### config.mk
export PLATFORM = sky130hd
export DESIGN_NAME = ms_tick_timer
export DESIGN_NICKNAME = d
export VERILOG_FILES = /design/src/rtl/timer_pkg.sv /design/src/rtl/tick_prescaler.sv /design/src/rtl/ms_tick_timer.sv
export SDC_FILE = /design/constraint.sdc
export NUM_CORES = 1
export LEC_CHECK = 0
export ABC_CLOCK_PERIOD_IN_PS = 6250
export BUFFER_PORTS_ARGS = -buffer_cell sky130_fd_sc_hd__buf_4
export CAP_MARGIN = 20
export CORE_MARGIN = 3
export CORE_UTILIZATION = 64
export CTS_BUF_LIST = sky130_fd_sc_hd__clkbuf_4
export CTS_CLUSTER_SIZE = 10
export DETAILED_ROUTE_END_ITERATION = 7
export GPL_ROUTABILITY_DRIVEN = 0
export GPL_TIMING_DRIVEN = 0
export PLACE_DENSITY_LB_ADDON = 0.08
export SLEW_MARGIN = 0
export SYNTH_ARGS = -nofsm -noshare
export SYNTH_HDL_FRONTEND = slang
export SYNTH_SLANG_ARGS = --single-unit
### constraint.sdc
create_clock -name clk -period 6.25 [get_ports clk]
set_input_delay 0.625 -clock clk [delete_from_list [all_inputs] [get_ports clk]]
set_output_delay 0.625 -clock clk [all_outputs]
set_load 0.02 [all_outputs]
### src/rtl/timer_pkg.sv
// Shared types and default constants for the millisecond tick timer.
// The optional TIMER_STICKY_EN build adds sticky expiry flags in ms_tick_timer.
package timer_pkg;

   typedef enum logic [1:0] {
      IDLE = 2'd0,
      RUN  = 2'd1,
      DONE = 2'd2
   } chan_state_t;

   localparam int CLK_FREQ_HZ = 100_000_000;
   localparam int TICK_HZ     = 1000;

endpackage

### src/rtl/tick_prescaler.sv
// Free-running divide-by-DIV prescaler producing the timebase strobe.
// The strobe is combinational so it lines up with the terminal count cycle.
module tick_prescaler #(
   parameter int DIV = 100_000
) (
   input  logic clk,
   input  logic rst,
   input  logic en,
   output logic ms_tick
);

   localparam int CW = $clog2(DIV);

   if (DIV < 2) begin : g_div_check
      $error("tick_prescaler: DIV must be at least 2");
   end

   logic [CW-1:0] cnt_reg;
   logic          last;

   assign last    = (cnt_reg == CW'(DIV - 1));
   assign ms_tick = en && last;

   always_ff @(posedge clk) begin
      if (!rst) begin
         cnt_reg <= '0;
      end else if (en) begin
         cnt_reg <= last ? '0 : cnt_reg + CW'(1);
      end
   end

endmodule

### src/rtl/ms_tick_timer.sv
// Multi-channel millisecond timer: one shared prescaler, NCH one-shot/periodic channels.
// Define TIMER_STICKY_EN to add the clr inputs and sticky expired flags.
module ms_tick_timer #(
   parameter int CLK_FREQ_HZ = timer_pkg::CLK_FREQ_HZ,
   parameter int TICK_HZ     = timer_pkg::TICK_HZ,
   parameter int NCH         = 4,
   parameter int DW          = 16
) (
   input  logic                   clk,
   input  logic                   rst,
   input  logic                   en,
   input  logic [NCH-1:0]         start,
   input  logic [NCH-1:0]         stop,
   input  logic [NCH-1:0]         periodic,
   input  logic [NCH-1:0][DW-1:0] delay_ms,
`ifdef TIMER_STICKY_EN
   input  logic [NCH-1:0]         clr,
`endif
   output logic                   ms_tick,
   output logic [NCH-1:0]         tic,
   output logic [NCH-1:0]         busy,
   output logic [NCH-1:0][DW-1:0] count
`ifdef TIMER_STICKY_EN
   ,
   output logic [NCH-1:0]         expired
`endif
);

   import timer_pkg::*;

   localparam int DIV = CLK_FREQ_HZ / TICK_HZ;

   logic tick;

   tick_prescaler #(
      .DIV (DIV)
   ) u_prescaler (
      .clk     (clk),
      .rst     (rst),
      .en      (en),
      .ms_tick (tick)
   );

   assign ms_tick = tick;

   for (genvar gi = 0; gi < NCH; gi++) begin : g_chan
      chan_state_t   state_reg;
      chan_state_t   state_next;
      logic [DW-1:0] count_reg;
      logic [DW-1:0] delay_reg;
      logic          periodic_reg;
      logic          tic_reg;
      logic          advance;
      logic          expire;

      // tick already carries en, so a disabled timer never advances
      assign advance = (state_reg == RUN) && tick;
      assign expire  = advance && ((count_reg + DW'(1)) == delay_reg);

      always_ff @(posedge clk) begin
         if (!rst) begin
            state_reg <= IDLE;
         end else begin
            state_reg <= state_next;
         end
      end

      always_comb begin
         state_next = state_reg;
         if (start[gi]) begin
            state_next = (delay_ms[gi] == '0) ? DONE : RUN;
         end else if (stop[gi]) begin
            state_next = IDLE;
         end else if (expire && !periodic_reg) begin
            state_next = DONE;
         end
      end

      always_comb begin
         busy[gi] = (state_reg == RUN);
      end

      // start outranks stop, and stop outranks an expiry landing on the same edge
      always_ff @(posedge clk) begin
         if (!rst) begin
            count_reg    <= '0;
            delay_reg    <= '0;
            periodic_reg <= 1'b0;
            tic_reg      <= 1'b0;
         end else begin
            tic_reg <= 1'b0;
            if (start[gi]) begin
               delay_reg    <= delay_ms[gi];
               periodic_reg <= periodic[gi];
               count_reg    <= '0;
               tic_reg      <= (delay_ms[gi] == '0);
            end else if (stop[gi]) begin
               count_reg <= '0;
            end else if (expire) begin
               tic_reg   <= 1'b1;
               count_reg <= periodic_reg ? '0 : delay_reg;
            end else if (advance) begin
               count_reg <= count_reg + DW'(1);
            end
         end
      end

      assign tic[gi]   = tic_reg;
      assign count[gi] = count_reg;

`ifdef TIMER_STICKY_EN
      logic expired_reg;

      always_ff @(posedge clk) begin
         if (!rst) begin
            expired_reg <= 1'b0;
         end else if (tic_reg) begin
            expired_reg <= 1'b1;
         end else if (clr[gi]) begin
            expired_reg <= 1'b0;
         end
      end

      assign expired[gi] = expired_reg;
`endif
   end

endmodule

Yosys cells after proc, flatten, opt, wreduce, memory -nomap -nowiden
Index checks and enable logic that the tools add are counted.

Bitwise operators: 1. Muxes and demuxes: 41. Reduce and logical (&&, ||, !) cells: 33. Add/subtract/negate cells: 5. Equality and inequality tests: 9.

Operator list (count): $mux 16 (12); $add 16x1->16 const B (4); $eq 16x16->1 (4); $logic_not 16->1 (4); $mux 2 (16); $add 17x1->17 const B (1); $eq 17x17->1 const B (1); $mux 17 (1); $logic_and 1x1->1 (13); $mux 1 (12); $reduce_bool 3->1 (4); $reduce_or 3->1 (4); $eq 2x1->1 const B (4); $reduce_bool 2->1 (4); $logic_not 1->1 (4); $not 1->1 (1).

Register bits: 161. Logic and storage cells: 110. Output and inout port bits: 73. Input port bits: 79.

Longest topological paths before layout
Gate-level depths: netlist of the first run.

Depth after elaboration: 8. Gate-level depth with buffers: 13. Mapped depth without buffers: 10.

By module
A second synthesis of the first run with hierarchy kept.

Cell total of the unflattened synthesis: 1277. Area, all modules: 10670.2 um^2.

Modules (own cells, without submodules): ms_tick_timer (cells each 1187, sequential area each 2882.8 um^2, area an instance 9825.7 um^2, instances 1); tick_prescaler (cells each 90, sequential area each 340.3 um^2, area an instance 844.6 um^2, instances 1).

Worst setup path after synthesis of the first run
No wires, ideal clock.

Kind: register to register. Start: reg g_chan[0].count_reg[0]. End: reg g_chan[0].count_reg[0]. Data required time: 6.180 ns. Setup slack: 3.291 ns. Buffers on the path: 0. Library setup time: 0.070 ns. Period minus slack after synthesis: 2.959 ns. Cell stages (with the launch flop): 10. Arrival time: 2.889 ns. Path through: dfxtp_1 ha_1 nand3_2 or3_1 a21oi_1 nand4_1 or3_1 nor4b_4 mux2_1 a21oi_1.

Longest elaborated chain between the ends: 4. Elaborated cells on any way between the ends: 6. Those cells by class: add/sub: 1; eq/ne: 1; mux: 2; reduce/logical: 2.

Ends and longest elaborated chain: from (decl) (RTL line ms_tick_timer.sv:49) `logic [DW-1:0] count_reg;`; from (signal assigned) (RTL line ms_tick_timer.sv:101) `count_reg <= periodic_reg ? '0 : delay_reg;`; from (signal assigned) (RTL line ms_tick_timer.sv:103) `count_reg <= count_reg + DW'(1);`; $add 16x1->16 * (RTL line ms_tick_timer.sv:58, ms_tick_timer.sv:103); $eq 16x16->1 (RTL line ms_tick_timer.sv:58) `assign expire = advance && ((count_reg + DW'(1)) == delay_reg);`; $logic_and 1x1->1 (RTL line ms_tick_timer.sv:58); $mux 16 or $reduce_bool 2->1 (tied branches).

Mark *: on every way between the ends. The rest lies on a longest branch, timed or not. The select of a mux whose other input is x is not followed. A chain may end at the register's enable or synchronous reset.

Final worst setup path of the first run
Start: reg g_chan[1].count_reg[0]. End: reg g_chan[1].count_reg[14].

Longest elaborated chain between the ends: 4. Elaborated cells on any way between the ends: 6. Those cells by class: add/sub: 1; eq/ne: 1; mux: 2; reduce/logical: 2.

Ends and longest elaborated chain (RTL line): from (decl) (ms_tick_timer.sv:49); from (signal assigned) (ms_tick_timer.sv:101); from (signal assigned) (ms_tick_timer.sv:103); $add 16x1->16 * (ms_tick_timer.sv:58, ms_tick_timer.sv:103); $eq 16x16->1 (ms_tick_timer.sv:58); $logic_and 1x1->1 (ms_tick_timer.sv:58); $mux 16 or $reduce_bool 2->1 (tied branches).

Marks and branches as above.

==> metrics.txt, run 1 <==
# TYPE chip_impl_metric gauge
chip_impl_metric{name="worstPathMaxFanout",unit=""} 10
chip_impl_metric{name="die_width",unit="µm"} 133
chip_impl_metric{name="timing_max_transition_violations_final",unit=""} 0
chip_impl_info{name="post-synth-top-area-cell",value="sky130_fd_sc_hd__dfxtp_1"} 1
chip_impl_metric{name="postLayoutCellArea",unit="µm²"} 12000
chip_impl_info{name="most_frequently_used_cell_type_in_the_post_synthesis_netlist",value="sky130_fd_sc_hd__dfxtp_1"} 1
chip_impl_info{name="crit_path_start_kind",value="flop"} 1
chip_impl_metric{name="track_usage",unit="%"} 32.4
chip_impl_metric{name="worst-slew-pin-transition",unit="ns"} 0.889
chip_impl_metric{name="sequential_cell_area",unit="µm²"} 3220
chip_impl_metric{name="timing.fmax",unit="MHz"} 280
chip_impl_metric{name="multi_input_area",unit="µm²"} 6600
chip_impl_info{name="ys_top_cells_by_count",value="sky130_fd_sc_hd__dfxtp_1 (161), sky130_fd_sc_hd__nand2_1 (92), sky130_fd_sc_hd__nor2_1 (81)"} 1
chip_impl_metric{name="drtPass1Iterations",unit=""} 6
chip_impl_metric{name="post_dp_cell_area",unit="µm²"} 11700
chip_impl_metric{name="area_growth_syn_to_fin",unit="%"} 16.1
chip_impl_metric{name="grt_antenna_before_repair",unit=""} 1
chip_impl_metric{name="vdd_ir_drop_max",unit="µV"} 182
chip_impl_metric{name="maxCapViolCount",unit=""} 0
chip_impl_info{name="timing.critical_path.to_type",value="flop"} 1
chip_impl_metric{name="wl_per_cell",unit="µm"} 17.9
chip_impl_metric{name="critPathRequiredTime",unit="ns"} 6.72
chip_impl_metric{name="core.rowCount",unit=""} 45
chip_impl_metric{name="global_route.overflow_total",unit=""} 0
chip_impl_metric{name="pin_count_of_the_biggest_net_entering_global_routing",unit=""} 17
chip_impl_info{name="status",value="finished, final reports clean"} 1
chip_impl_metric{name="postSynth.asyncResetShare",unit="%"} 0
chip_impl_metric{name="postRouteWirelength",unit="µm"} 29600
chip_impl_metric{name="ant_nets",unit=""} 0
chip_impl_metric{name="detailroute.via_count",unit=""} 10500
chip_impl_info{name="clock_tree.root_cell",value="sky130_fd_sc_hd__clkbuf_4"} 1
chip_impl_metric{name="power.density",unit="nW/µm²"} 163
chip_impl_info{name="hold_class",value="in2reg"} 1
chip_impl_metric{name="synthesis.area_per_instance",unit="µm²"} 8.22
chip_impl_metric{name="fp.dieH",unit="µm"} 133
chip_impl_info{name="setup_repair_after_global_routing_missed_its_margin",value="no"} 1
chip_impl_metric{name="total_negative_slack",unit="ns"} 0
chip_impl_metric{name="ratio_of_routed_vias_to_standard_cells",unit=""} 6.37
chip_impl_metric{name="clock_latency",unit="ns"} 0.60
chip_impl_metric{name="die_area",unit="µm²"} 17700
chip_impl_metric{name="fin_crit",unit="ns"} 3.57
chip_impl_metric{name="yosysUniqueCellTypes",unit=""} 90
chip_impl_metric{name="post_synthesis_sequential_area_ratio",unit="%"} 31.2
chip_impl_info{name="setup.worst_path.class",value="reg2reg"} 1
chip_impl_info{name="ys_top_cells_by_area",value="sky130_fd_sc_hd__dfxtp_1 (31%), sky130_fd_sc_hd__mux2i_1 (7.2%), sky130_fd_sc_hd__nor2b_1 (4.7%)"} 1
chip_impl_metric{name="dp.final_hpwl",unit="µm"} 22000
chip_impl_metric{name="setup_viol_count_final",unit=""} 0
chip_impl_metric{name="yosys.area.top_type_share",unit="%"} 31.2
chip_impl_metric{name="cts_repair_resize_count",unit=""} 0
chip_impl_metric{name="cts-root-to-sink-buffers",unit=""} 2
chip_impl_metric{name="finalHoldViolations",unit=""} 0
chip_impl_metric{name="drcViolationCount",unit=""} 0
chip_impl_metric{name="max-slew-margin-rel",unit="%"} 40.3
chip_impl_metric{name="first_iter_violations",unit=""} 1319
chip_impl_metric{name="netlist_area",unit="µm²"} 10300
chip_impl_metric{name="total_power",unit="mW"} 1.95
chip_impl_metric{name="cts.clk_slew.worst_paths",unit="ns"} 0.16
chip_impl_metric{name="effective_utilization_at_floorplan",unit="%"} 66.7
chip_impl_metric{name="post_cts.repair.setup_buffers",unit=""} 0
chip_impl_metric{name="grt_pass1_wl",unit="µm"} 47400
chip_impl_metric{name="cts_made_buffers",unit=""} 17
chip_impl_metric{name="synth_nets",unit=""} 1340
chip_impl_metric{name="total_leakage_power",unit="nW"} 4.64
chip_impl_metric{name="timing.final.crit_share",unit="%"} 57.2
chip_impl_info{name="clock_tree_from_tritoncts",value="yes"} 1
chip_impl_metric{name="cts_num_sinks",unit=""} 161
chip_impl_metric{name="final_layout_size_suffix_gt1_share",unit="%"} 17.6
chip_impl_metric{name="yosysWarnings",unit=""} 0
chip_impl_metric{name="design.portCount",unit=""} 152
chip_impl_metric{name="number_of_port_buffers",unit=""} 150
chip_impl_metric{name="cts_hold_repair.buffers",unit=""} 0
chip_impl_metric{name="filler_cell_count",unit=""} 1196
chip_impl_metric{name="ys_ff_latch",unit=""} 161
chip_impl_info{name="yosys_most_used_dff",value="sky130_fd_sc_hd__dfxtp_1"} 1
chip_impl_metric{name="number_of_enable_flip_flop_cells_after_synthesis",unit=""} 0
chip_impl_metric{name="grt_pass1_vias",unit=""} 9704
chip_impl_metric{name="htree_num_levels",unit=""} 4
chip_impl_metric{name="design.final.nets",unit=""} 1509
chip_impl_metric{name="cp.arrival",unit="ns"} 4.04
chip_impl_metric{name="design.core.area",unit="µm²"} 15500
chip_impl_metric{name="fin_worst_skew",unit="ns"} 0.0194
chip_impl_metric{name="synthesis.instances",unit=""} 1256
power by group:
group          total, mW  switching [mW]  internal, mW
combinational      0.231           0.120         0.112
clock              0.631           0.423         0.208
sequential          1.09          0.0353          1.06
cells by family after synthesis:
family / after synthesis / share of synthesized area (%)
multiplexers: 79 / 7.79
flip-flops: 161 / 31.2
XOR/XNOR: 100 / 8.68
AND/OR/NAND/NOR: 552 / 31.0
adder cells (fa/ha/maj): 5 / 0.606
AO/OA/AOI/OAI: 243 / 15.8
buffers and inverters: 116 / 4.91
path summary, 6_finish.rpt:
check                                                    startpoint                              endpoint  slack [ns]  cells after the start
worst max-delay path            g_chan[1].count_reg[0]$_SDFFE_PP0P_  g_chan[1].count_reg[14]$_SDFFE_PP0P_        2.68                     10
worst min-delay path                                    periodic[1]   g_chan[1].periodic_reg$_SDFFE_PN0P_        0.28                      3
worst max register to register  g_chan[1].count_reg[0]$_SDFFE_PP0P_  g_chan[1].count_reg[14]$_SDFFE_PP0P_        2.68                     10
worst min register to register  g_chan[1].state_reg[0]$_SDFFE_PN0P_   g_chan[1].state_reg[0]$_SDFFE_PN0P_        0.47                      2
per-stage QoR:
| step | hold slack [ns] | setup slack [ns] | utilization [%] | cells |
|---|---|---|---|---|
| final | 0.283 | 2.68 | 77.5 | 1650 |
| after floorplan | 0.431 | 3.29 | - | 1256 |
| after detailed placement | 0.455 | 2.71 | 75.7 | 1617 |
| after global routing | 0.237 | 2.46 | 77.5 | 1650 |
| after global placement | 0.447 | 2.67 | 75.7 | 1617 |
| after CTS | 0.257 | 2.77 | 77.5 | 1649 |
layout by cell type (no fill, tap or decap), types with 6 or more instances in the layout:
cell type	netlist	layout
sky130_fd_sc_hd__xor2_1	43	43
sky130_fd_sc_hd__buf_2	27	27
sky130_fd_sc_hd__a211oi_1	9	9
sky130_fd_sc_hd__nand3_1	51	51
sky130_fd_sc_hd__o21ai_1	11	11
sky130_fd_sc_hd__nor4_1	43	43
sky130_fd_sc_hd__a21oi_1	60	60
sky130_fd_sc_hd__nor2b_1	77	77
sky130_fd_sc_hd__o41ai_1	6	6
sky130_fd_sc_hd__o22ai_1	6	6
sky130_fd_sc_hd__clkbuf_4	0	17
sky130_fd_sc_hd__a31oi_1	8	8
sky130_fd_sc_hd__a21o_1	9	9
sky130_fd_sc_hd__mux2i_1	74	74
sky130_fd_sc_hd__xnor2_1	55	55
sky130_fd_sc_hd__buf_4	8	158
sky130_fd_sc_hd__nand2b_1	12	12
sky130_fd_sc_hd__a32oi_1	12	12
sky130_fd_sc_hd__a22oi_1	21	21
sky130_fd_sc_hd__nor4_4	6	6
sky130_fd_sc_hd__and3_1	29	29
sky130_fd_sc_hd__o21ai_0	44	44
sky130_fd_sc_hd__inv_6	0	7
sky130_fd_sc_hd__o31ai_1	6	6
sky130_fd_sc_hd__dfxtp_1	161	161
sky130_fd_sc_hd__nand2_1	92	92
sky130_fd_sc_hd__clkbuf_1	40	40
sky130_fd_sc_hd__nand4_1	36	36
sky130_fd_sc_hd__nand3b_1	15	15
sky130_fd_sc_hd__nor3_1	30	30
sky130_fd_sc_hd__and2_1	9	9
sky130_fd_sc_hd__inv_1	33	33
sky130_fd_sc_hd__and4_1	9	9
sky130_fd_sc_hd__buf_1	6	6
sky130_fd_sc_hd__or3_1	11	11
sky130_fd_sc_hd__or4_1	8	8
sky130_fd_sc_hd__nor2_1	81	81
per-layer routing:
metal | wire length, µm | global-route usage (%)
met3 | 2590 | 7.57
met2 | 13500 | 52.2
met4 | 789 | 12.2
met5 | 0 | 0
met1 | 12700 | 42.4
final cells by class:
type,instances,share of cell area (%)
Buffer,82,3.16
Sequential cell,161,26.9
Tap cell,211,2.20
Clock buffer,17,1.06
Antenna cell,1,0.0209
Inverter,34,1.06
Clock inverter,15,1.22
Multi-Input combinational cell,979,55.0
Timing Repair Buffer,150,9.39
critical path: stages (launching register included):
cell	delay, ns
sky130_fd_sc_hd__dfxtp_1	0.51
sky130_fd_sc_hd__ha_1	0.31
sky130_fd_sc_hd__nand3_1	0.33
sky130_fd_sc_hd__nor4_4	0.34
sky130_fd_sc_hd__nor3_1	0.12
sky130_fd_sc_hd__or4b_1	0.57
sky130_fd_sc_hd__nor4_4	0.40
sky130_fd_sc_hd__nand3_2	0.21
sky130_fd_sc_hd__clkbuf_1	0.32
sky130_fd_sc_hd__a22oi_1	0.22
sky130_fd_sc_hd__a21oi_1	0.09
No activity file was read; power rests on OpenSTA's default activity.
==> run 2: changes to the inputs <==
Settings changed: ABC_CLOCK_PERIOD_IN_PS 6250 to 3200, CORE_UTILIZATION 64 to 54.
Clock period 6.25 ns to 3.2 ns, I/O delays scaled along.
==> metrics.txt, run 2 (synthesis gave the netlist of run 1 again) <==
# TYPE chip_impl_metric gauge
chip_impl_info{name="timing.critical_path.slowest_stage_cell",value="sky130_fd_sc_hd__or4_1"} 1
chip_impl_info{name="crit_path_start_kind",value="flop"} 1
chip_impl_metric{name="switching_share",unit="%"} 28.2
chip_impl_metric{name="post-route-util",unit="%"} 69.8
chip_impl_metric{name="finalHoldViolations",unit=""} 0
chip_impl_metric{name="total_power",unit="mW"} 3.89
chip_impl_metric{name="hold-worst-slack",unit="ns"} 0.00331
chip_impl_info{name="final_common_cell",value="sky130_fd_sc_hd__buf_4"} 1
chip_impl_metric{name="ant_nets",unit=""} 0
chip_impl_metric{name="postRouteWirelength",unit="µm"} 31100
chip_impl_metric{name="cp.arrival",unit="ns"} 3.54
chip_impl_metric{name="htree_num_levels",unit=""} 4
chip_impl_metric{name="cts_num_sinks",unit=""} 161
chip_impl_metric{name="post-route-worst-setup-slack",unit="ns"} 0.119
chip_impl_metric{name="pin_count_of_the_biggest_net_entering_global_routing",unit=""} 17
chip_impl_metric{name="first_iter_violations",unit=""} 909
chip_impl_metric{name="cts_made_buffers",unit=""} 17
chip_impl_metric{name="switchingPower",unit="mW"} 1.10
chip_impl_metric{name="p_comb_share",unit="%"} 13.0
chip_impl_metric{name="effective_utilization_at_floorplan",unit="%"} 56.2
chip_impl_info{name="hold_class",value="in2reg"} 1
chip_impl_metric{name="ratio_of_routed_vias_to_standard_cells",unit=""} 6.03
chip_impl_metric{name="timing_max_transition_violations_final",unit=""} 0
chip_impl_info{name="setup_repair_after_global_routing_missed_its_margin",value="yes"} 1
chip_impl_metric{name="clock_latency",unit="ns"} 0.59
chip_impl_metric{name="max-slew-margin-rel",unit="%"} 41.4
chip_impl_metric{name="cts-root-to-sink-buffers",unit=""} 2
chip_impl_metric{name="clock_power_share",unit="%"} 32.2
chip_impl_metric{name="total_leakage_power",unit="nW"} 5.01
chip_impl_metric{name="die_area",unit="µm²"} 20800
chip_impl_metric{name="grt_pass1_vias",unit=""} 9581
chip_impl_metric{name="critPathRequiredTime",unit="ns"} 3.66
chip_impl_info{name="timing.critical_path.to_type",value="flop"} 1
chip_impl_info{name="clock_tree_from_tritoncts",value="yes"} 1
chip_impl_metric{name="die_width",unit="µm"} 144
chip_impl_info{name="final_cell_mix",value="sky130_fd_sc_hd__buf_4 (178), sky130_fd_sc_hd__dfxtp_1 (152), sky130_fd_sc_hd__nand2_1 (92)"} 1
chip_impl_metric{name="design.portCount",unit=""} 152
chip_impl_metric{name="dpl.cell_count",unit=""} 1635
chip_impl_metric{name="finalNonFillerCells",unit=""} 1737
chip_impl_metric{name="track_usage",unit="%"} 29.0
chip_impl_metric{name="dpl_worst_slack",unit="ns"} -0.233
chip_impl_metric{name="total_negative_slack",unit="ns"} 0
chip_impl_metric{name="design.core.area",unit="µm²"} 18400
chip_impl_metric{name="fin_crit",unit="ns"} 3.08
chip_impl_metric{name="dp.final_hpwl",unit="µm"} 22400
chip_impl_metric{name="drcViolationCount",unit=""} 0
chip_impl_metric{name="number_of_port_buffers",unit=""} 150
chip_impl_metric{name="maxCapViolCount",unit=""} 0
chip_impl_metric{name="vdd_ir_drop_max",unit="µV"} 222
chip_impl_info{name="status",value="finished, final reports clean"} 1
chip_impl_metric{name="timing.final.crit_share",unit="%"} 96.3
chip_impl_metric{name="global_route.overflow_total",unit=""} 0
chip_impl_metric{name="wl_per_cell",unit="µm"} 17.9
chip_impl_metric{name="worstPathMaxFanout",unit=""} 10
chip_impl_metric{name="setup_viol_count_final",unit=""} 0
chip_impl_metric{name="worst-slew-pin-transition",unit="ns"} 0.873
chip_impl_metric{name="fin_worst_skew",unit="ns"} 0.0212
chip_impl_metric{name="final_layout_size_suffix_gt1_share",unit="%"} 19.5
chip_impl_metric{name="longest_individual_stage_delay_on_the_worst_path",unit="ns"} 0.46
chip_impl_metric{name="timing.fmax",unit="MHz"} 325
chip_impl_metric{name="cts.clk_slew.worst_paths",unit="ns"} 0.14
chip_impl_metric{name="detailroute.via_count",unit=""} 10500
chip_impl_info{name="timing.critical_path.cells",value="nor4bb_2 -> nand4_1 -> or4_1 -> buf_2 -> a2111o_1 -> nor4_4 -> nand3_1 -> buf_4 -> a22oi_1 -> a21oi_1"} 1
chip_impl_metric{name="core.rowCount",unit=""} 49
chip_impl_info{name="setup.worst_path.class",value="reg2reg"} 1
chip_impl_metric{name="grt_pass1_wl",unit="µm"} 48500
chip_impl_info{name="clock_tree.root_cell",value="sky130_fd_sc_hd__clkbuf_4"} 1
chip_impl_metric{name="power.density",unit="nW/µm²"} 303
chip_impl_metric{name="design.final.nets",unit=""} 1577
chip_impl_metric{name="sequentialPowerShare",unit="%"} 54.8
chip_impl_metric{name="filler_cell_count",unit=""} 1515
chip_impl_metric{name="drtPass1Iterations",unit=""} 7
chip_impl_metric{name="area_growth_syn_to_fin",unit="%"} 24.2
chip_impl_metric{name="postLayoutCellArea",unit="µm²"} 12800
chip_impl_metric{name="p_int",unit="mW"} 2.79
chip_impl_metric{name="fp.dieH",unit="µm"} 144
chip_impl_metric{name="post_dp_cell_area",unit="µm²"} 11700
chip_impl_metric{name="grt_antenna_before_repair",unit=""} 1
## run 2: cell count changes in the layout (fill, tap and decap cells not counted), sizes merged
| cell | change |
|---|---|
| dlygate4sd3 | +52 |
| bufinv | +1 |
| inv | -7 |
| clkbuf | +3 |
| clkinv | +6 |
| clkinvlp | -1 |
| diode | +1 |
| buf | +14 |
## run 2: power groups by stage
stage,combinational (mW),sequential (mW),clock (mW)
final,0.507,2.13,1.25
after global routing,0.550,2.14,1.35
after CTS,0.497,2.13,1.27
after detailed placement,0.445,2.17,0
after global placement,0.438,2.17,0
after floorplan,0.281,2.15,0
## run 2: timing repair
item / 4_1_cts / 5_1_grt
resized for setup: 7 / 38
pin swaps: 3 / 9
hold endpoints to repair: 51 / 1
setup endpoints to repair: 45 / 66
setup buffers: 5 / 12
hold buffers: 51 / 1
## run 2: final timing paths
path	cells past startpoint	end	slack, ns	from
max	10	g_chan[0].count_reg[4]$_SDFFE_PP0P_	0.12	u_prescaler.cnt_reg[13]$_SDFFE_PN0P_
min	3	g_chan[2].periodic_reg$_SDFFE_PN0P_	0.003	periodic[2]
max reg2reg	10	g_chan[0].count_reg[4]$_SDFFE_PP0P_	0.12	u_prescaler.cnt_reg[13]$_SDFFE_PN0P_
min reg2reg	2	g_chan[2].state_reg[0]$_SDFFE_PN0P_	0.47	g_chan[2].state_reg[0]$_SDFFE_PN0P_
## run 2: worst max-delay path, delay by kind of cell, from the launching register on
kind	cells	cell delay, ns
flip-flops	1	0.38
AO/OA/AOI/OAI	3	0.64
AND/OR/NAND/NOR	5	1.55
buffers and inverters	2	0.40
## run 2: layout make-up
type | instances | area [µm²] | share of cell area (%)
inverter | 34 | 128 | 0.994
antenna | 2 | 5.00 | 0.0390
sequential | 161 | 3240 | 25.2
tap | 229 | 287 | 2.23
multi-input combinational | 979 | 6730 | 52.5
buffer | 81 | 395 | 3.08
clock buffer | 18 | 135 | 1.05
clock inverter | 14 | 141 | 1.10
timing repair buffer | 219 | 1770 | 13.8
## run 2: routing by layer
layer  vias up  track usage (%)  part of all wire (%)
li1       5080                -                     -
met1      4933             39.6                    45
met2       411             48.2                    47
met3        53             3.64                   6.5
met4         0             8.49                   1.8
met5         -                0                     0
